### config.mk
export PLATFORM = sky130hd
export DESIGN_NAME = round_sequencer
export DESIGN_NICKNAME = d
export VERILOG_FILES = /design/src/rtl/round_sequencer.sv
export SDC_FILE = /design/constraint.sdc
export NUM_CORES = 1
export LEC_CHECK = 0
export CORE_UTILIZATION = 30
export CTS_CLUSTER_DIAMETER = 80
export CTS_CLUSTER_SIZE = 24
export DETAILED_ROUTE_END_ITERATION = 8
export PLACE_DENSITY_LB_ADDON = 0.3
export SLEW_MARGIN = 20
export SYNTH_ARGS = -nofsm -noshare
export SYNTH_HDL_FRONTEND = slang
export SYNTH_SLANG_ARGS = --single-unit
### constraint.sdc
create_clock -name MAX10_CLK1_50 -period 9.45 [get_ports MAX10_CLK1_50]
set_input_delay 1.4175 -clock MAX10_CLK1_50 [delete_from_list [all_inputs] [get_ports MAX10_CLK1_50]]
set_output_delay 1.4175 -clock MAX10_CLK1_50 [all_outputs]
set_load 0.005 [all_outputs]
### src/rtl/round_sequencer.sv
// rtl/round_sequencer.sv - game-round controller for the light-chase bomb module
// Sequences idle/ready/play/win/lose and drives chase tick, level, strikes and countdown.
module round_sequencer #(
  parameter int CLK_HZ       = 50000000,
  parameter int READY_DIV    = 25000000,
  parameter int DIV_L1       = 50000000,
  parameter int DIV_L2       = 25000000,
  parameter int DIV_L3       = 12500000,
  parameter int READY_TICKS  = 8,
  parameter int MAX_STRIKES  = 3,
  parameter int TIME_LIMIT_S = 99
) (
  input  logic       MAX10_CLK1_50,
  input  logic       KEY0,
  input  logic       start,
  input  logic       hit,
  input  logic       miss,
  output logic       tick,
  output logic       clear,
  output logic [1:0] level,
  output logic       phase_ready,
  output logic       phase_play,
  output logic [1:0] strikes,
  output logic [6:0] time_left,
  output logic       game_win,
  output logic       game_lose
);

  typedef enum logic [2:0] {S_IDLE, S_READY, S_PLAY, S_WIN, S_LOSE} state_t;

  localparam logic [31:0] READY_P  = 32'(READY_DIV);
  localparam logic [31:0] L1_P     = 32'(DIV_L1);
  localparam logic [31:0] L2_P     = 32'(DIV_L2);
  localparam logic [31:0] L3_P     = 32'(DIV_L3);
  localparam logic [31:0] SEC_LAST = 32'(CLK_HZ - 1);
  localparam logic [31:0] RDY_LAST = 32'(READY_TICKS - 1);
  localparam logic [1:0]  MAX_STR  = 2'(MAX_STRIKES);
  localparam logic [6:0]  TL_INIT  = 7'(TIME_LIMIT_S);

  state_t      state_q, state_d;
  logic [31:0] tick_cnt_q, tick_cnt_d;
  logic [31:0] sec_cnt_q, sec_cnt_d;
  logic [31:0] rdy_cnt_q, rdy_cnt_d;
  logic [1:0]  level_q, level_d;
  logic [1:0]  strikes_q, strikes_d;
  logic [6:0]  time_left_q, time_left_d;
  logic        tick_q, tick_d;
  logic        clear_q, clear_d;
  logic        ready_q, ready_d;
  logic        play_q, play_d;
  logic        win_q, win_d;
  logic        lose_q, lose_d;

  logic [31:0] period;
  logic [1:0]  strikes_inc;
  logic        tick_hit, sec_hit, restart, active;

  always_comb begin
    state_d     = state_q;
    tick_cnt_d  = tick_cnt_q;
    sec_cnt_d   = sec_cnt_q;
    rdy_cnt_d   = rdy_cnt_q;
    level_d     = level_q;
    strikes_d   = strikes_q;
    time_left_d = time_left_q;
    clear_d     = 1'b0;
    restart     = 1'b0;
    strikes_inc = strikes_q + 2'd1;
    active      = (state_q == S_READY) || (state_q == S_PLAY);

    period = READY_P;
    if (state_q == S_PLAY) begin
      case (level_q)
        2'd2:    period = L2_P;
        2'd3:    period = L3_P;
        default: period = L1_P;
      endcase
    end
    tick_hit = (tick_cnt_q == period - 32'd1);
    sec_hit  = (sec_cnt_q == SEC_LAST);

    if (!active) begin
      if (start) begin
        state_d     = S_READY;
        level_d     = 2'd1;
        strikes_d   = 2'd0;
        time_left_d = TL_INIT;
        sec_cnt_d   = 32'd0;
        clear_d     = 1'b1;
        restart     = 1'b1;
      end
    end else begin
      tick_cnt_d = tick_hit ? 32'd0 : tick_cnt_q + 32'd1;
      sec_cnt_d  = sec_hit ? 32'd0 : sec_cnt_q + 32'd1;
      if (sec_hit && time_left_q != 7'd0) begin
        time_left_d = time_left_q - 7'd1;
      end
      // Timeout outranks everything, then miss, then hit.
      if (sec_hit && time_left_q == 7'd1) begin
        state_d = S_LOSE;
        level_d = 2'd0;
      end else if (state_q == S_READY) begin
        if (tick_q) begin
          rdy_cnt_d = rdy_cnt_q + 32'd1;
          if (rdy_cnt_q == RDY_LAST) begin
            state_d = S_PLAY;
            restart = 1'b1;
          end
        end
      end else if (miss) begin
        strikes_d = strikes_inc;
        if (strikes_inc == MAX_STR) begin
          state_d = S_LOSE;
          level_d = 2'd0;
        end
      end else if (hit) begin
        if (level_q == 2'd3) begin
          state_d = S_WIN;
          level_d = 2'd0;
        end else begin
          state_d = S_READY;
          level_d = level_q + 2'd1;
          clear_d = 1'b1;
          restart = 1'b1;
        end
      end
    end

    if (restart) begin
      tick_cnt_d = 32'd0;
      rdy_cnt_d  = 32'd0;
    end

    // A step is only emitted while the phase continues; a restart or exit swallows it.
    tick_d  = active && tick_hit && !restart && (state_d == state_q);
    ready_d = (state_d == S_READY);
    play_d  = (state_d == S_PLAY);
    win_d   = (state_d == S_WIN);
    lose_d  = (state_d == S_LOSE);
  end

  always_ff @(posedge MAX10_CLK1_50 or negedge KEY0) begin
    if (!KEY0) begin
      state_q     <= S_IDLE;
      tick_cnt_q  <= 32'd0;
      sec_cnt_q   <= 32'd0;
      rdy_cnt_q   <= 32'd0;
      level_q     <= 2'd0;
      strikes_q   <= 2'd0;
      time_left_q <= 7'd0;
      tick_q      <= 1'b0;
      clear_q     <= 1'b0;
      ready_q     <= 1'b0;
      play_q      <= 1'b0;
      win_q       <= 1'b0;
      lose_q      <= 1'b0;
    end else begin
      state_q     <= state_d;
      tick_cnt_q  <= tick_cnt_d;
      sec_cnt_q   <= sec_cnt_d;
      rdy_cnt_q   <= rdy_cnt_d;
      level_q     <= level_d;
      strikes_q   <= strikes_d;
      time_left_q <= time_left_d;
      tick_q      <= tick_d;
      clear_q     <= clear_d;
      ready_q     <= ready_d;
      play_q      <= play_d;
      win_q       <= win_d;
      lose_q      <= lose_d;
    end
  end

  assign tick        = tick_q;
  assign clear       = clear_q;
  assign level       = level_q;
  assign phase_ready = ready_q;
  assign phase_play  = play_q;
  assign strikes     = strikes_q;
  assign time_left   = time_left_q;
  assign game_win    = win_q;
  assign game_lose   = lose_q;

endmodule

After elaboration in Yosys (flattened, before gate mapping)
Index checks and enable logic that the tools add are counted.

$add $sub $neg: 7. Equality and inequality tests: 22. Muxes and demuxes: 51. Reduce and logical (&&, ||, !) cells: 16.

Operator list (number): two-way mux 32 bit (12); adder 32 x 1 -> 32 bit (second input constant) (3); case mux 26 bit (2 select lines) (1); == test 32 x 26 -> 1 bit (second input constant) (1); == test 32 x 3 -> 1 bit (second input constant) (1); == test 32 bit (1); subtractor 32 x 1 -> 32 bit (second input constant) (1); two-way mux 2 bit (14); two-way mux 3 bit (9); two-way mux 7 bit (3); two-way mux 1 bit (12); AND reduction 4 bit (3); == test 3 x 2 -> 1 bit (second input constant) (3); != test 2 bit (second input constant) (4); nonzero test 2 bit (4); == test 7 x 1 -> 1 bit (second input constant) (1); nonzero test 7 bit (1); subtractor 7 x 1 -> 7 bit (second input constant) (1); == test 2 bit (second input constant) (3); == test 3 x 1 -> 1 bit (second input constant) (2); logical AND 1 bit (5); adder 2 x 1 -> 2 bit (second input constant) (2); != test 4 x 2 -> 1 bit (second input constant) (1); != test 4 x 3 -> 1 bit (second input constant) (1); 7 further kinds (7).

Flip-flop bits (word level): 116. Input bits: 5. Output and inout port bits: 17.

Longest topological paths before layout
Depth in word-level cells: 10. Gate-level depth with buffers: 12.

Worst setup path after synthesis
Ideal clock, no wire load.

Path type: input to register. Start: input miss. End: register rdy_cnt_q[30]. Arrival time: 3031 ps. Required time: 9372 ps. Slack: 6341 ps. Stages: 6. Path buffers: 0. Path through: nand2b_1 or3_1 a211oi_4 o21ai_2 or4_1 a21oi_1.

Cells in the longest elaborated chain, start to end: 6. Elaborated cells on any way between the ends: 10.

Ends and longest elaborated chain: start: declaration (line 17) `input logic miss,`; two-way mux 1 bit (*) (line 110) `end else if (miss) begin`; two-way mux 1 bit (*) (line 102) `end else if (state_q == S_READY) begin`; two-way mux 1 bit (*) (line 99) `if (sec_hit && time_left_q == 7'd1) begin`; two-way mux 1 bit (*) (line 82) `if (!active) begin`; != test 2 bit (no source line) / nonzero test 2 bit (equally long branches); AND reduction 4 bit (no source line); end signal: assignment (line 161) `rdy_cnt_q <= rdy_cnt_d;`; end: declaration (line 43) `logic [31:0] rdy_cnt_q, rdy_cnt_d;`.

Every way passes the cells marked *; elsewhere a longest branch is shown, timed or not. A chain may end at the register's enable or synchronous reset.

Final worst setup path
Start: register level_q[0] (netlist: level[0]). End: register tick_cnt_q[12].

Cells in the longest elaborated chain, start to end: 8. Elaborated cells on any way between the ends: 16.

Ends and longest elaborated chain: start: declaration (line 44) `logic [1:0] level_q, level_d;`; start signal: assignment (line 162) `level_q <= level_d;`; == test 2 bit, on equally long branches (line 73, 117); case mux 26 bit (2 select lines) / two-way mux 1 bit (equally long branches) (line 73, 117); two-way mux 32 bit / two-way mux 1 bit (equally long branches) (line 72, 116); subtractor 32 x 1 -> 32 bit / two-way mux 1 bit (equally long branches) (line 79, 110); == test 32 bit / two-way mux 1 bit (equally long branches) (line 79, 102); two-way mux 32 bit / two-way mux 1 bit (equally long branches) (line 93, 99); two-way mux 32 bit / two-way mux 1 bit (equally long branches) (line 82); two-way mux 32 bit / nonzero test 2 bit (equally long branches); end signal: assignment (line 159) `tick_cnt_q <= tick_cnt_d;`; end: declaration (line 41) `logic [31:0] tick_cnt_q, tick_cnt_d;`.

Several ways; a longest one is shown, not always the timed one. The select of a mux whose other input is x is not followed.

==> metrics <==
status=finished, final reports clean; Clock Skews=0.0205 ns; simple-gate share of the synthesized area=30.3%; PnR worst setup slack=5.25 ns; leading post-synthesis cells by cell area=dfrtp_1 44%, nand2_1 5.6%, nor2_1 4.8%; final setup fails=0; fin area=7750 µm²; max-slew violation count=0; first-pass GRT wire length=27200 µm; placed cell areas=7090 µm²; mapped cell area=6620 µm²; Warnings, synthesis=0; H-tree depth=4; EDFF count, synth=0; PwrDens=189 nW/µm²; Syn Area/Cell=8.55 µm²; Hold Path Class=reg2reg; clock period minus worst slack=4.20 ns; die footprint=22700 µm²; cts repair resizes=0; commonest non-fill, non-tap cells in the layout=116 x dfrtp_1, 99 x nand2_1, 83 x nor2_1; met2 Use GR=24.1%; Leak=3.19 nW; RSZ-0062 raised after global routing=no; crit end category=flop; crit path cell chain=inv_1, ha_1, nor4b_2, ha_1, xor2_1, and4b_1, nand4b_1, nor4_2, nor2_2, buf_4, and3_1, a221o_1; Antenna Violating Nets Remaining=0; num ports=22; layout cells sized above 1=6.78%; via count=5643; Slew headroom=26.4%; FFs w/ async S/R, synth=100%; Mapped Cells=774; slowest stage delay, CP=0.90 ns; CTS Buf Count=17; gr ovfl total=0; cts hold-fix bufs=0; post-synth top area cell=dfrtp_1; slowest CP cell=nor4_2; final setup TNS=0 ns; number of global-route vias before repair=5336; Total Routing Usage GR=15.3%; Fmax achieved=238 MHz; Synth Area in Adders=1.89%; crit path buf inv count=2; Post-route DRC=0; kind of cell adding the most delay to the critical path=simple AND/OR/NAND/NOR gates; DR vias/cell=5.26; diode count=0; Worst Setup Start Kind=flop; DP HPWL=10900 µm; Final period util=44.4%; initial DRC count=337; Fin. Hold Viols=0; Row Count=53; commonest non-fill, non-tap cell in the layout=dfrtp_1; Max IR drop VDD=0.0000963 V; Synth Area in Compound Gates=14.0%; root buffer cell=clkbuf_16; Post-Syn Nets=789; Total Power=0.00147 W; M3 GR Usage=3.97%; core area=21400 µm²; mux contribution to synthesized area=0.756%; Worst Path Required=9.75 ns; max-cap violations=0; Synth Flop Type=dfrtp_1; post-synthesis register bit count=116; Most Crowded Layer GR=met2; Data arrival, critical path=4.50 ns; Wirelength per Cell=15.1 µm; DRT Pass-1 Iters=5; crit-path max FO=19; GR Util met1=20.4%; Clock Path Buffers=2; CTS tree=built; drt total wl=16200 µm; Post-Place Worst Slack=5.23 ns; Die Span X=151 µm; xor/xnor share of the synthesized area=6.09%; initial antenna violation count=1; Synth top area share=43.8%; clk_lat worst skew=0.42 ns; buffers added on ports=21; Routability Congestion=0.796; cell repeated most along the worst path=ha_1; Starting Density=31.0%; final net count=799; post-synthesis sequential area ratio=43.8%; Clock Sinks=116; post-CTS setup repair buffer count=0; Die Height=151 µm; Area growth, synth to finish=17.1%; clk slew on worst S/H paths=0.05 ns; largest net degree at the start of global routing=75; Worst-Margin Slew=1.09 ns; synth unique cells=58; largest family of logic cells by synthesized area=simple AND/OR/NAND/NOR gates; kind of critical path=reg2reg
[cell type report]
class	count	area, µm²
Tap cell	275	344
Multi-Input combinational cell	604	3530
Timing Repair Buffer	27	253
Sequential cell	116	2900
Fill cell	2219	13600
Clock inverter	7	141
Clock buffer	25	515
Inverter	18	67.6
[stage by stage]
step | hold WS (ns) | cells | util (%)
CTS | 0.482 | 1072 | 36.3
global route | 0.497 | 1072 | 36.3
global placement | 0.461 | 1040 | 33.2
floorplan | 0.437 | 774 | -
finish | 0.476 | 1072 | 36.3
detailed placement | 0.473 | 1040 | 33.2
[layer usage]
| layer | part of all wire (%) | up-vias | routed length (µm) |
|---|---|---|---|
| met5 | 0.068 | - | 11 |
| met4 | 1.2 | 2 | 189 |
| met3 | 2.9 | 14 | 472 |
| met2 | 47 | 57 | 7580 |
| met1 | 49 | 2749 | 7910 |
| li1 | - | 2821 | - |
[power breakdown]
part	total [W]	switching (W)	internal, W
Sequential	0.000617	0.0000701	0.000547
Clock	0.000716	0.000232	0.000484
Combinational	0.000133	0.0000667	0.0000664
[cells by family after synthesis]
logic type | count (synthesis)
AO/OA/AOI/OAI | 152
multiplexers | 5
XOR/XNOR | 46
adder cells (fa/ha/maj) | 10
flip-flops | 116
AND/OR/NAND/NOR | 391
buffers and inverters | 54
[final timing paths]
kind	cells past startpoint	to	start	slack, ns
worst max register to register	12	tick_cnt_q[12]$_DFFE_PN0N_	level[0]$_DFFE_PN0P_	5.25
min in group asynchronous	1	rdy_cnt_q[29]$_DFFE_PN0P_	KEY0	1.00
worst min register to register	1	sec_cnt_q[6]$_DFFE_PN0N_	sec_cnt_q[6]$_DFFE_PN0N_	0.48
worst min-delay path	1	sec_cnt_q[6]$_DFFE_PN0N_	sec_cnt_q[6]$_DFFE_PN0N_	0.48
worst max-delay path	12	tick_cnt_q[12]$_DFFE_PN0N_	level[0]$_DFFE_PN0P_	5.25
max in group asynchronous	2	sec_cnt_q[3]$_DFFE_PN0N_	KEY0	7.11
[registers in the layout, indices dropped and copies added, names as in the netlist]
signal	flops
sec_cnt_q	32
game_win	1
phase_ready	1
rdy_cnt_q	32
tick_cnt_q	32
phase_play	1
clear	1
game_lose	1
time_left	7
tick	1
strikes	2
level	2
state_q	3
[cells in the mapped netlist, drive strengths merged (3+ instances only)]
library cell and n:
nand3 42, nand2 99, o311a 3, a21oi 30, a211oi 3, nor3 20
nor2 86, o31ai 14, mux2i 5, dfrtp 116, nor4 22, buf 4
xor2 26, or4 13, and2 10, and4 10, inv 18, a22o 3
clkbuf 32, and3 25, nand4 27, nor4bb 3, o21ai 66, xnor2 20
nor2b 3, or3 8, a31oi 15, ha 10, or2 6, nor4b 3
o211ai 4, nand2b 5
No activity file was read; power rests on OpenSTA's default activity.
==> variant (same settings) <==
Compare `rdy_cnt_q` against `RDY_LAST` with >= in place of ==.
--- a/src/rtl/round_sequencer.sv
+++ b/src/rtl/round_sequencer.sv
@@ -104,3 +104,3 @@
           rdy_cnt_d = rdy_cnt_q + 32'd1;
-          if (rdy_cnt_q == RDY_LAST) begin
+          if (rdy_cnt_q >= RDY_LAST) begin
             state_d = S_PLAY;
Behaviour: no difference found for any inputs over 10 cycles, from zero or initial values; that may be too few to reach the edited logic, so the function may still have changed.
==> variant against the unedited design <==
The flow now finishes with violations (DRC). Hold slack improved by 0.021 ns. Design area fell by 4.5%. Area after synthesis fell by 3.3%. Sequential power rose by 4.9%. First-iteration DRC count fell by 23%. Worst setup slack improved by 0.14 ns. Sequential cell count did not move. Power fell by 1.4%. Routed wire length fell by 6.7%. Clock power fell by 17%. Core utilization fell by 0.98 points.
==> variant: results (changes against the unedited design) <==
| Metric | Value |
|---|---|
| Met3 usage | 2.61% (-1.4 points) |
| R2r setup slk | 5.60 ns (+0.35 ns) |
| Ys async rst share | 100% (unchanged) |
| Largest cells by area after synthesis | dfrtp_1 45%, o21ai_0 4.1%, nand2_1 4.0% |
| Routability Congestion | 0.792 (-0.54%) |
| Switch share | 30.7% (+5.5 points) |
| Pleak | 3.06 nW (-4.1%) |
| Hold Startpoint | rdy_cnt_q[31]$_DFFE_PN0P_ |
| Post-synth cell types | 65 (+12%) |
| CTS resizes | 0 (unchanged) |
| Layout cell share with drive strength beyond 1 | 9.38% (+2.6 points) |
| Peak supply drop | 0.000130 V (+35%) |
| Syn Nets | 696 (-12%) |
| H-Tree Depth | 4 (unchanged) |
| Crit-path slowest cell | nand2_1 |
| WL met2 | 6870 µm (-9.3%) |
| Worst Path Max Fanout | 41 (+22) |
| DRC Markers | 1 (+1) |
| Power in the clock group | 0.595 mW (-17%) |
| Root buf cell | clkbuf_16 |
| Top cells by count, synth | 116 x dfrtp_1, 69 x nand2_1, 53 x o21ai_0 |
| Starting DRC count in detailed routing | 260 (-23%) |
| Post-DP HPWL | 9930 µm (-8.9%) |
| WP data arrival | 4.37 ns (-0.13 ns) |
| Met2 Use GR | 22.4% (-1.8 points) |
| Crit path from | miss |
| Die Wd | 148 µm (-1.6%) |
| Max stage delay on crit path | 0.58 ns (-0.32 ns) |
| CP Capture Type | flop |
| Max Used Layer | met4 |
| Largest net degree at the start of global routing | 62 (-17%) |
| DR vias/cell | 5.27 (about the same) |
| First-pass GRT wire length | 25,200 µm (-7.3%) |
| M1 WL | 7610 µm (-3.8%) |
| Antenna diodes | 0 (unchanged) |
| Met1 usage | 20.3% (-0.13 points) |
| Critical Path Sink | rdy_cnt_q[3]$_DFFE_PN0P_ |
| Clock share of power | 41.2% (-7.6 points) |
| Clock buffer count from CTS | 17 (unchanged) |
| Reg-to-reg endpoint | tick_cnt_q[27]$_DFFE_PN0N_ |
| Slew @ Worst Pin | 0.888 ns (-0.207 ns) |
| CP delay by family, top | simple AND/OR/NAND/NOR gates |
| Status | finished with violations |
| P_comb | 0.203 mW (+53%) |
| Skew final | 0.00918 ns (-0.0113 ns) |
| Hold endpoint | rdy_cnt_q[31]$_DFFE_PN0P_ |
| Nets | 706 (-12%) |
| Vias in the first global route | 4,886 (-8.4%) |
| WL/cell | 15.4 µm (+2.1%) |
| Port Buffers | 21 (unchanged) |
| Worst-Skew Late Latency | 0.42 ns (about the same) |
| Met3 WL | 340 µm (-28%) |
| GR Util All Layers | 14.6% (-0.74 points) |
| Post-CTS Repair Setup Buffers | 0 (unchanged) |
| Initial antenna violation count | 0 (-1) |
| DRT Pass-1 Iters | 6 (+1) |
| Failing checks | DRC |
| Commonest register cell after synthesis | dfrtp_1 |
| Worst R2R Path Depth | 9 (-3) |
| Register area share after synthesis | 45.3% (+1.5 points) |
## variant: logic make-up (layout without fill, tap and decap cells)
kind of cell | after synthesis | count (layout) | share of synthesized area [%]
adders and majority gates | 10 | 10 | 1.95
AOI/OAI and AO/OA | 163 | 163 | 17.2
xor gates and xnor gates | 22 | 22 | 3.01
DFF | 116 | 116 | 45.3
buffers and inverters | 52 | 75 | 3.65
muxes | 3 | 3 | 0.488
and+or+nand+nor | 315 | 315 | 28.4
## variant: area by class of cell
type                       instances  area, µm²
clock buffer                      17        425
clock inverter                    15        123
fill                            2165      13600
inverter                          16       60.1
multi-input combinational        513       3290
sequential                       116       2900
tap                              275        344
timing repair buffer              27        253
## variant: through the flow
stage	instance area, µm²	hold slack (ns)	cells	util, %	setup WS, ns
floorplan	6400	0.455	681	-	6.23
CTS	7390	0.496	979	35.3	5.39
global route	7400	0.527	979	35.3	5.08
finish	7400	0.497	979	35.3	5.39
detailed placement	6850	0.476	947	32.7	4.94
global placement	6850	0.479	947	32.7	4.97
